`config.mk`:
```
export PLATFORM = sky130hd
export DESIGN_NAME = wb_reg_initiator
export DESIGN_NICKNAME = d
export VERILOG_FILES = /design/src/rtl/wb_pkg.sv /design/src/rtl/wb_timeout_cnt.sv /design/src/rtl/wb_reg_initiator.sv
export SDC_FILE = /design/constraint.sdc
export NUM_CORES = 1
export LEC_CHECK = 0
export ABC_AREA = 1
export BUFFER_PORTS_ARGS = -buffer_cell sky130_fd_sc_hd__buf_4
export CAP_MARGIN = 15
export CORE_MARGIN = 2
export CORE_UTILIZATION = 47
export DETAILED_ROUTE_END_ITERATION = 6
export GPL_TIMING_DRIVEN = 0
export MAX_ROUTING_LAYER = met4
export PLACE_DENSITY_LB_ADDON = 0.05
export SLEW_MARGIN = 20
export SYNTH_ARGS = -nofsm -noshare
export SYNTH_HDL_FRONTEND = slang
export SYNTH_SLANG_ARGS = --single-unit
```
`constraint.sdc`:
```
create_clock -name wb_clk_i -period 1.6 [get_ports wb_clk_i]
set_input_delay 0.08 -clock wb_clk_i [delete_from_list [all_inputs] [get_ports wb_clk_i]]
set_output_delay 0.08 -clock wb_clk_i [all_outputs]
set_load 0.005 [all_outputs]
```
`src/rtl/wb_pkg.sv`:
```
// Shared types and constants for the Wishbone register initiator.
package wb_pkg;

  // Transfer sequencing states.
  typedef enum logic [1:0] {
    ST_IDLE = 2'd0,
    ST_BUS  = 2'd1,
    ST_RSP  = 2'd2
  } wb_state_e;

  // Response status returned with every completed command.
  typedef logic [1:0] wb_status_t;

  localparam wb_status_t WB_RSP_OK      = 2'b00;
  localparam wb_status_t WB_RSP_ERR     = 2'b01;
  localparam wb_status_t WB_RSP_TIMEOUT = 2'b10;

endpackage

```
`src/rtl/wb_timeout_cnt.sv`:
```
// Bounded-wait counter: clears on request, counts while enabled and
// saturates at TIMEOUT_CYCLES-1, where o_expired is raised.
module wb_timeout_cnt #(
  parameter int TIMEOUT_CYCLES = 16
) (
  input  logic i_clk,
  input  logic i_rst_n,
  input  logic i_clr,
  input  logic i_en,
  output logic o_expired
);

  localparam int CW = (TIMEOUT_CYCLES > 2) ? $clog2(TIMEOUT_CYCLES) : 1;
  localparam logic [CW-1:0] LAST = CW'(TIMEOUT_CYCLES - 1);

  logic [CW-1:0] r_cnt;
  logic          w_at_last;

  assign w_at_last = (r_cnt == LAST);
  assign o_expired = w_at_last;

  // Count idle bus cycles; hold at the last value instead of wrapping.
  always_ff @(posedge i_clk or negedge i_rst_n) begin
    if (!i_rst_n) begin
      r_cnt <= '0;
    end else if (i_clr) begin
      r_cnt <= '0;
    end else if (i_en && !w_at_last) begin
      r_cnt <= r_cnt + CW'(1);
    end else begin
      r_cnt <= r_cnt;
    end
  end

endmodule

```
`src/rtl/wb_reg_initiator.sv`:
```
// Wishbone classic single-transfer initiator: one command in, one bus
// cycle out, one response back, with a bounded wait for ack/err.
module wb_reg_initiator
  import wb_pkg::*;
#(
  parameter int ADDR_WIDTH     = 12,
  parameter int DATA_WIDTH     = 14,
  parameter int SEL_WIDTH      = (DATA_WIDTH + 7) / 8,
  parameter int TIMEOUT_CYCLES = 16
) (
  input  logic                  wb_clk_i,
  input  logic                  wb_rst_ni,
  input  logic                  cmd_valid_i,
  output logic                  cmd_ready_o,
  input  logic                  cmd_we_i,
  input  logic [ADDR_WIDTH-1:0] cmd_addr_i,
  input  logic [DATA_WIDTH-1:0] cmd_wdata_i,
  input  logic [SEL_WIDTH-1:0]  cmd_sel_i,
  output logic                  rsp_valid_o,
  input  logic                  rsp_ready_i,
  output logic [DATA_WIDTH-1:0] rsp_rdata_o,
  output logic [1:0]            rsp_status_o,
  output logic                  wb_cyc_o,
  output logic                  wb_stb_o,
  output logic                  wb_we_o,
  output logic [ADDR_WIDTH-1:0] wb_adr_o,
  output logic [DATA_WIDTH-1:0] wb_dat_o,
  output logic [SEL_WIDTH-1:0]  wb_sel_o,
  input  logic [DATA_WIDTH-1:0] wb_dat_i,
  input  logic                  wb_ack_i,
  input  logic                  wb_err_i
);

  wb_state_e             r_state;
  logic                  r_cmd_ready;
  logic                  r_rsp_valid;
  logic [DATA_WIDTH-1:0] r_rsp_rdata;
  wb_status_t            r_rsp_status;
  logic                  r_cyc;
  logic                  r_we;
  logic [ADDR_WIDTH-1:0] r_adr;
  logic [DATA_WIDTH-1:0] r_dat;
  logic [SEL_WIDTH-1:0]  r_sel;

  logic w_cnt_clr;
  logic w_cnt_en;
  logic w_expired;

  // Counter is parked at zero outside a transfer and only runs while the
  // slave has not answered.
  assign w_cnt_clr = (r_state == ST_IDLE);
  assign w_cnt_en  = (r_state == ST_BUS) && !wb_ack_i && !wb_err_i;

  wb_timeout_cnt #(
    .TIMEOUT_CYCLES(TIMEOUT_CYCLES)
  ) u_timeout (
    .i_clk    (wb_clk_i),
    .i_rst_n  (wb_rst_ni),
    .i_clr    (w_cnt_clr),
    .i_en     (w_cnt_en),
    .o_expired(w_expired)
  );

  assign cmd_ready_o  = r_cmd_ready;
  assign rsp_valid_o  = r_rsp_valid;
  assign rsp_rdata_o  = r_rsp_rdata;
  assign rsp_status_o = r_rsp_status;
  assign wb_cyc_o     = r_cyc;
  assign wb_stb_o     = r_cyc;
  assign wb_we_o      = r_we;
  assign wb_adr_o     = r_adr;
  assign wb_dat_o     = r_dat;
  assign wb_sel_o     = r_sel;

  // Transfer FSM: accept command, run one bus cycle, hold response until taken.
  always_ff @(posedge wb_clk_i or negedge wb_rst_ni) begin
    if (!wb_rst_ni) begin
      r_state      <= ST_IDLE;
      r_cmd_ready  <= 1'b1;
      r_rsp_valid  <= 1'b0;
      r_rsp_rdata  <= '0;
      r_rsp_status <= WB_RSP_OK;
      r_cyc        <= 1'b0;
      r_we         <= 1'b0;
      r_adr        <= '0;
      r_dat        <= '0;
      r_sel        <= '0;
    end else begin
      case (r_state)
        ST_IDLE: begin
          if (cmd_valid_i) begin
            r_we        <= cmd_we_i;
            r_adr       <= cmd_addr_i;
            r_dat       <= cmd_wdata_i;
            r_sel       <= cmd_sel_i;
            r_cyc       <= 1'b1;
            r_cmd_ready <= 1'b0;
            r_state     <= ST_BUS;
          end
        end
        ST_BUS: begin
          // Error outranks ack, and any slave answer outranks the timeout.
          if (wb_err_i) begin
            r_cyc        <= 1'b0;
            r_rsp_rdata  <= '0;
            r_rsp_status <= WB_RSP_ERR;
            r_rsp_valid  <= 1'b1;
            r_state      <= ST_RSP;
          end else if (wb_ack_i) begin
            r_cyc        <= 1'b0;
            r_rsp_rdata  <= r_we ? '0 : wb_dat_i;
            r_rsp_status <= WB_RSP_OK;
            r_rsp_valid  <= 1'b1;
            r_state      <= ST_RSP;
          end else if (w_expired) begin
            r_cyc        <= 1'b0;
            r_rsp_rdata  <= '0;
            r_rsp_status <= WB_RSP_TIMEOUT;
            r_rsp_valid  <= 1'b1;
            r_state      <= ST_RSP;
          end
        end
        ST_RSP: begin
          if (rsp_ready_i) begin
            r_rsp_valid <= 1'b0;
            r_cmd_ready <= 1'b1;
            r_state     <= ST_IDLE;
          end
        end
        default: begin
          r_cyc       <= 1'b0;
          r_rsp_valid <= 1'b0;
          r_cmd_ready <= 1'b1;
          r_state     <= ST_IDLE;
        end
      endcase
    end
  end

endmodule

```
# Yosys cells after proc, flatten, opt, wreduce, memory -nomap -nowiden
# Index checks and enable logic that the tools add are counted.
[totals] in_bits=49 output_inout_bits=49 ff_bits=54 wordCells=63
[classes] mux=27 n_eq_ne=6 add_sub_neg=1 reduce_logical=15 bitwise_logic=3
[ops] cell="14-bit two-way mux" n=4
[ops] cell="2-bit two-way mux" n=7
[ops] cell="3-bit AND reduction" n=4
[ops] cell="1-bit two-way mux" n=10
[ops] cell="1-bit one-hot mux with 3 select lines" n=3
[ops] cell="4-bit two-way mux" n=2
[ops] cell="2-bit one-hot mux with 3 select lines" n=1
[ops] cell="4-bit by 1-bit adder with 4-bit output (second input constant)" n=1
[ops] cell="4-bit == test (second input constant)" n=1
[ops] cell="2-bit != test (second input constant)" n=2
[ops] cell="4-bit by 3-bit != test with 1-bit output (second input constant)" n=1
[ops] cell="2-bit AND reduction" n=2
[ops] cell="1-bit logical AND" n=3
[ops] cell="1-bit logical NOT" n=3
[ops] cell="1-bit NOT" n=3
[ops] cell="3-bit nonzero test" n=1
[ops] cell="2-bit by 1-bit == test with 1-bit output (second input constant)" n=1
[ops] cell="2-bit == test (second input constant)" n=1
[ops] cell="2-bit logical NOT" n=1
[ops] cell="2-bit nonzero test" n=1

# Logic depth before layout (Yosys ltp)
[depth] depth_word=6 mapped_depth=7 mapped_depth_nobuf=6

# Modules after synthesis
# A second synthesis with hierarchy kept.
[hier_totals] hier_cells=260 hier_area_um2=2269.7
[by_module_without_submodules] mod="wb_reg_initiator" cells_each=231 instances=1 area_per_inst_um2=2044.5 seq_area_each_um2=1252.5
[by_module_without_submodules] mod="wb_timeout_cnt" cells_each=29 instances=1 area_per_inst_um2=225.2 seq_area_each_um2=100.1

# Worst setup path after synthesis
# Ideal clock, no wire load.
[synth_path] path_type="register -> register" from="reg u_timeout.r_cnt[0]" to="reg r_rsp_rdata[0] (netlist: rsp_rdata_o[0])" arrival_ns=1.080 stages_incl_launch_ff=7 period_less_slack_ns=1.199 setup_time_ns=0.119 slack_ns=0.401 t_required_ns=1.481 cell_sequence="dfrtp_1 -> ha_1 -> nand3_2 -> nand2_2 -> nand2_4 -> buf_6 -> o21ai_2"
[synth_via] elab_chain_len=3
[synth_lines] item="start: declaration" line="wb_timeout_cnt.sv:16" text="logic [CW-1:0] r_cnt;"
[synth_lines] item="start signal: assignment" line="wb_timeout_cnt.sv:29" text="r_cnt <= r_cnt + CW'(1);"
[synth_lines] item="start signal: assignment" line="wb_timeout_cnt.sv:31" text="r_cnt <= r_cnt;"
[synth_lines] item="4-bit == test" line="wb_timeout_cnt.sv:19" text="assign w_at_last = (r_cnt == LAST);"
[synth_lines] item="3-bit nonzero test (no line)"
[synth_lines] item="2-bit AND reduction (no line)"
[synth_lines] item="end signal: assignment" line="wb_reg_initiator.sv:111" text="r_rsp_rdata <= r_we ? '0 : wb_dat_i;"
[synth_lines] item="end: declaration" line="wb_reg_initiator.sv:37" text="logic [DATA_WIDTH-1:0] r_rsp_rdata;"
# No other way between the ends.
# A chain may end at the register's enable or synchronous reset.

# Final worst setup path
[layout_path] from="reg u_timeout.r_cnt[0]" to="reg r_rsp_rdata[4] (netlist: rsp_rdata_o[4])"
# Same word-level chain as after synthesis.

==> run summary <==
Status: finished clean
Setup TNS: 0 ns
Vias: 2064
Peak supply drop: 1020 uV
Syn_area_per_cell: 9.307 um2
Slew of the pin with the lowest slew margin: 0.6527 ns
Inserted Clock Buffers: 5
Row cnt: 25
# H-tree levels: 2
I/O Buffers: 97
Design area: 3329 um2
Max-slew headroom: 56.49%
DIE AREA: 5550 um2
Synth top area cells: dfrtp_1, nand2_1, nand3_1
Switching share of power: 35.58%
Critical Path Fanout Max: 10
Flop pwr share: 41.9%
ANT cells: 0
Placed cell count: 415
Routability cong.: 0.8274
Initial DRC Count: 76
Post-synth EDFFs: 0
Initial antenna violation count: 0
Gr ovfl total: 0
Yosys top cell area share: 56.78%
CP Class: register to register
Synth Area in Simple Gates: 29.30%
Final Skew: 0.005092 ns
XOR/XNOR Fraction of Synth Area: 0.3749%
Clock Sinks: 54
Die height: 74.50 um
Layout cell share with drive strength beyond 1: 38.36%
Flops & latches, synth: 54
Vias in the first global route: 1876
Mux contribution to synthesized area: 0%
Cells after Synth: 251
PwrDens: 1642 nW/um2
Synth cell types: 24
Reg-to-Reg Start: u_timeout.r_cnt[0]
Worst Reg2Reg Path Length in Cells: 6
Reg clk slew, reported paths: 0.09 ns
Final HPWL DP: 3835 um
Required @ worst endpoint: 1.80 ns
Synth Area in Compound Gates: 6.320%
Post-layout min period: 1.303 ns
Ports: 98
CP max stage delay: 0.43 ns
Fin nets: 414
Fmax achieved: 767.6 MHz
Hold WC Path Type: input port to register
TritonCTS clock tree: yes
Synth Flop Type: dfrtp_1
CP Launch Type: register
Most numerous cell in the Yosys netlist: nand2_1
Final Max Slew Viols: 0
Pin count of the biggest net entering global routing: 55
Chip width: 74.50 um
CTS max path bufs: 2
Final ANT Viol Nets: 0
Placed Instance Area: 3148 um2
Net count after synthesis: 301
R2R setup slack: 0.30 ns
Synth cell count leaders: nand2_1, dfrtp_1, nand3_1, o21ai_2, inv_1
Clk_lat worst skew: 0.30 ns
Drt wl/cell: 12.38 um
Layout area overhead: 42.53%
Tcrit/Tclk final: 81.42%
Hold Fails Final Rpt: 0
Wire length of the first global-routing pass: 8390 um
Critical path launch point: u_timeout.r_cnt[0]
Worst-path cell chain: ha_1, nand3_2, nand2_2, nand2_4, buf_6, o21ai_2
CP endpoint: rsp_rdata_o[4]
Post-Syn Area: 2336 um2
Residual DRC: 0
Clock power frac: 14.0%
Postcts setup bufs: 0
Global-route usage over all layers: 20.22%
Via density: 4.778
Post-CTS sizing: 0
Starting density of the core: 49.13%
Hold-fix buffers, CTS: 8
Worst Setup End Kind: register
CP max-delay cell: dfrtp_1
FFs w/ async S/R, synth: 100.0%
Max-cap violations: 0
Combinational power share: 44.1%
Synthesis warning total: 0
Internal Power: 0.003522 W
DRT Wirelength: 5346 um
Total power: 0.005467 W
Post-Synth Adder-Cell Area: 0.5356%
Min-delay src: cmd_wdata_i[5]
Critical Path AT: 1.50 ns
Root buf cell: clkbuf_8
RSZ-0062 raised after global routing: no
Worst R2R End: rsp_rdata_o[4]
Layout Cells excl Fill: 432
First-pass DRT Iterations: 4
Largest family of logic cells by synthesized area: simple AND/OR/NAND/NOR gates
Setup violations, final: 0
Area leader, netlist: dfrtp_1
Core Region: 4755 um2
Switching power: 0.001945 W
P_leak: 1.784 nW
Seq/Total Area, Yosys: 57.90%
power groups by stage:
| stage | clock network, W | registers, W | logic (W) |
|---|---|---|---|
| after global routing | 0.000832 | 0.00236 | 0.00270 |
| final | 0.000767 | 0.00229 | 0.00241 |
| after global placement | 0 | 0.00230 | 0.00238 |
| after floorplan | 0 | 0.00233 | 0.00114 |
| after detailed placement | 0 | 0.00231 | 0.00243 |
| after CTS | 0.000795 | 0.00229 | 0.00245 |
logic make-up (layout without fill, tap and decap cells):
family | count (synthesis) | in the layout
DFF | 54 | 54
buffers and inverters | 22 | 136
AOI/OAI and AO/OA | 19 | 19
and+or+nand+nor | 154 | 154
adders and majority gates | 1 | 1
xor gates and xnor gates | 1 | 1
how the worst min path moves through the flow:
stage                        end  slack [ns]  cells past startpoint
floorplan             r_state[0]       -0.22                      0
global placement        wb_cyc_o        0.17                      1
detailed placement      wb_cyc_o        0.17                      1
CTS                 wb_dat_o[10]      0.0003                      3
global route         wb_adr_o[8]       0.008                      3
finish               wb_dat_o[5]       0.008                      3
cell usage in the layout (no fill, tap or decap), drive strengths merged:
cell type    netlist  layout
nor2               5       5
nand3             38      38
ha                 1       1
nand4              1       1
clkbuf             1       8
buf               13     110
nor3b              1       1
dfstp              1       1
nand2            107     107
o21ai             18      18
a22oi              1       1
dfrtp             53      53
xnor2              1       1
nand3b             2       2
dlygate4sd3        0       9
clkinv             0       1
inv                8       8
stage by stage:
step / worst slack (ns) / utilization (%) / hold WS (ns)
4_1_cts: 0.2937 / 69.82 / 0.0002629
6_report: 0.2972 / 70.03 / 0.007560
3_3_place_gp: 0.3184 / 66.21 / 0.1686
2_1_floorplan: 0.4009 / - / -0.2156
5_1_grt: 0.2167 / 70.03 / 0.007584
3_5_place_dp: 0.3046 / 66.21 / 0.1686
state kept, by name (all words and copies together) (netlist names):
| name | count |
|---|---|
| rsp_status_o | 2 |
| rsp_valid_o | 1 |
| wb_dat_o | 14 |
| wb_cyc_o | 1 |
| cmd_ready_o | 1 |
| wb_sel_o | 2 |
| rsp_rdata_o | 14 |
| wb_adr_o | 12 |
| wb_we_o | 1 |
| r_state | 2 |
| u_timeout.r_cnt | 4 |
final cells by class:
class | instances | area (um2)
Buffer | 14 | 100.1
Clock buffer | 7 | 86.33
Clock inverter | 1 | 5.005
Fill cell | 406 | 1425
Inverter | 8 | 30.03
Multi-Input combinational cell | 175 | 853.3
Sequential cell | 54 | 1353
Tap cell | 67 | 83.83
Timing Repair Buffer | 106 | 818.3
worst max-delay path: cells and delay by family, from the launching register on:
family                     cells  cell delay, ns
AOI/OAI and AO/OA              1            0.08
adders and majority gates      1            0.25
buffers and inverters          1            0.18
DFF                            1            0.43
and+or+nand+nor                3            0.27
layer usage:
| layer | up-vias | wire length (um) | GRT usage [%] |
|---|---|---|---|
| li1 | 1028 | - | - |
| met1 | 971 | 2389 | 25.80 |
| met2 | 59 | 2596 | 32.55 |
| met3 | 6 | 309 | 4.878 |
| met4 | 0 | 51 | 5.357 |
| met5 | - | 0 | - |
(Power assumes the default switching activity.)
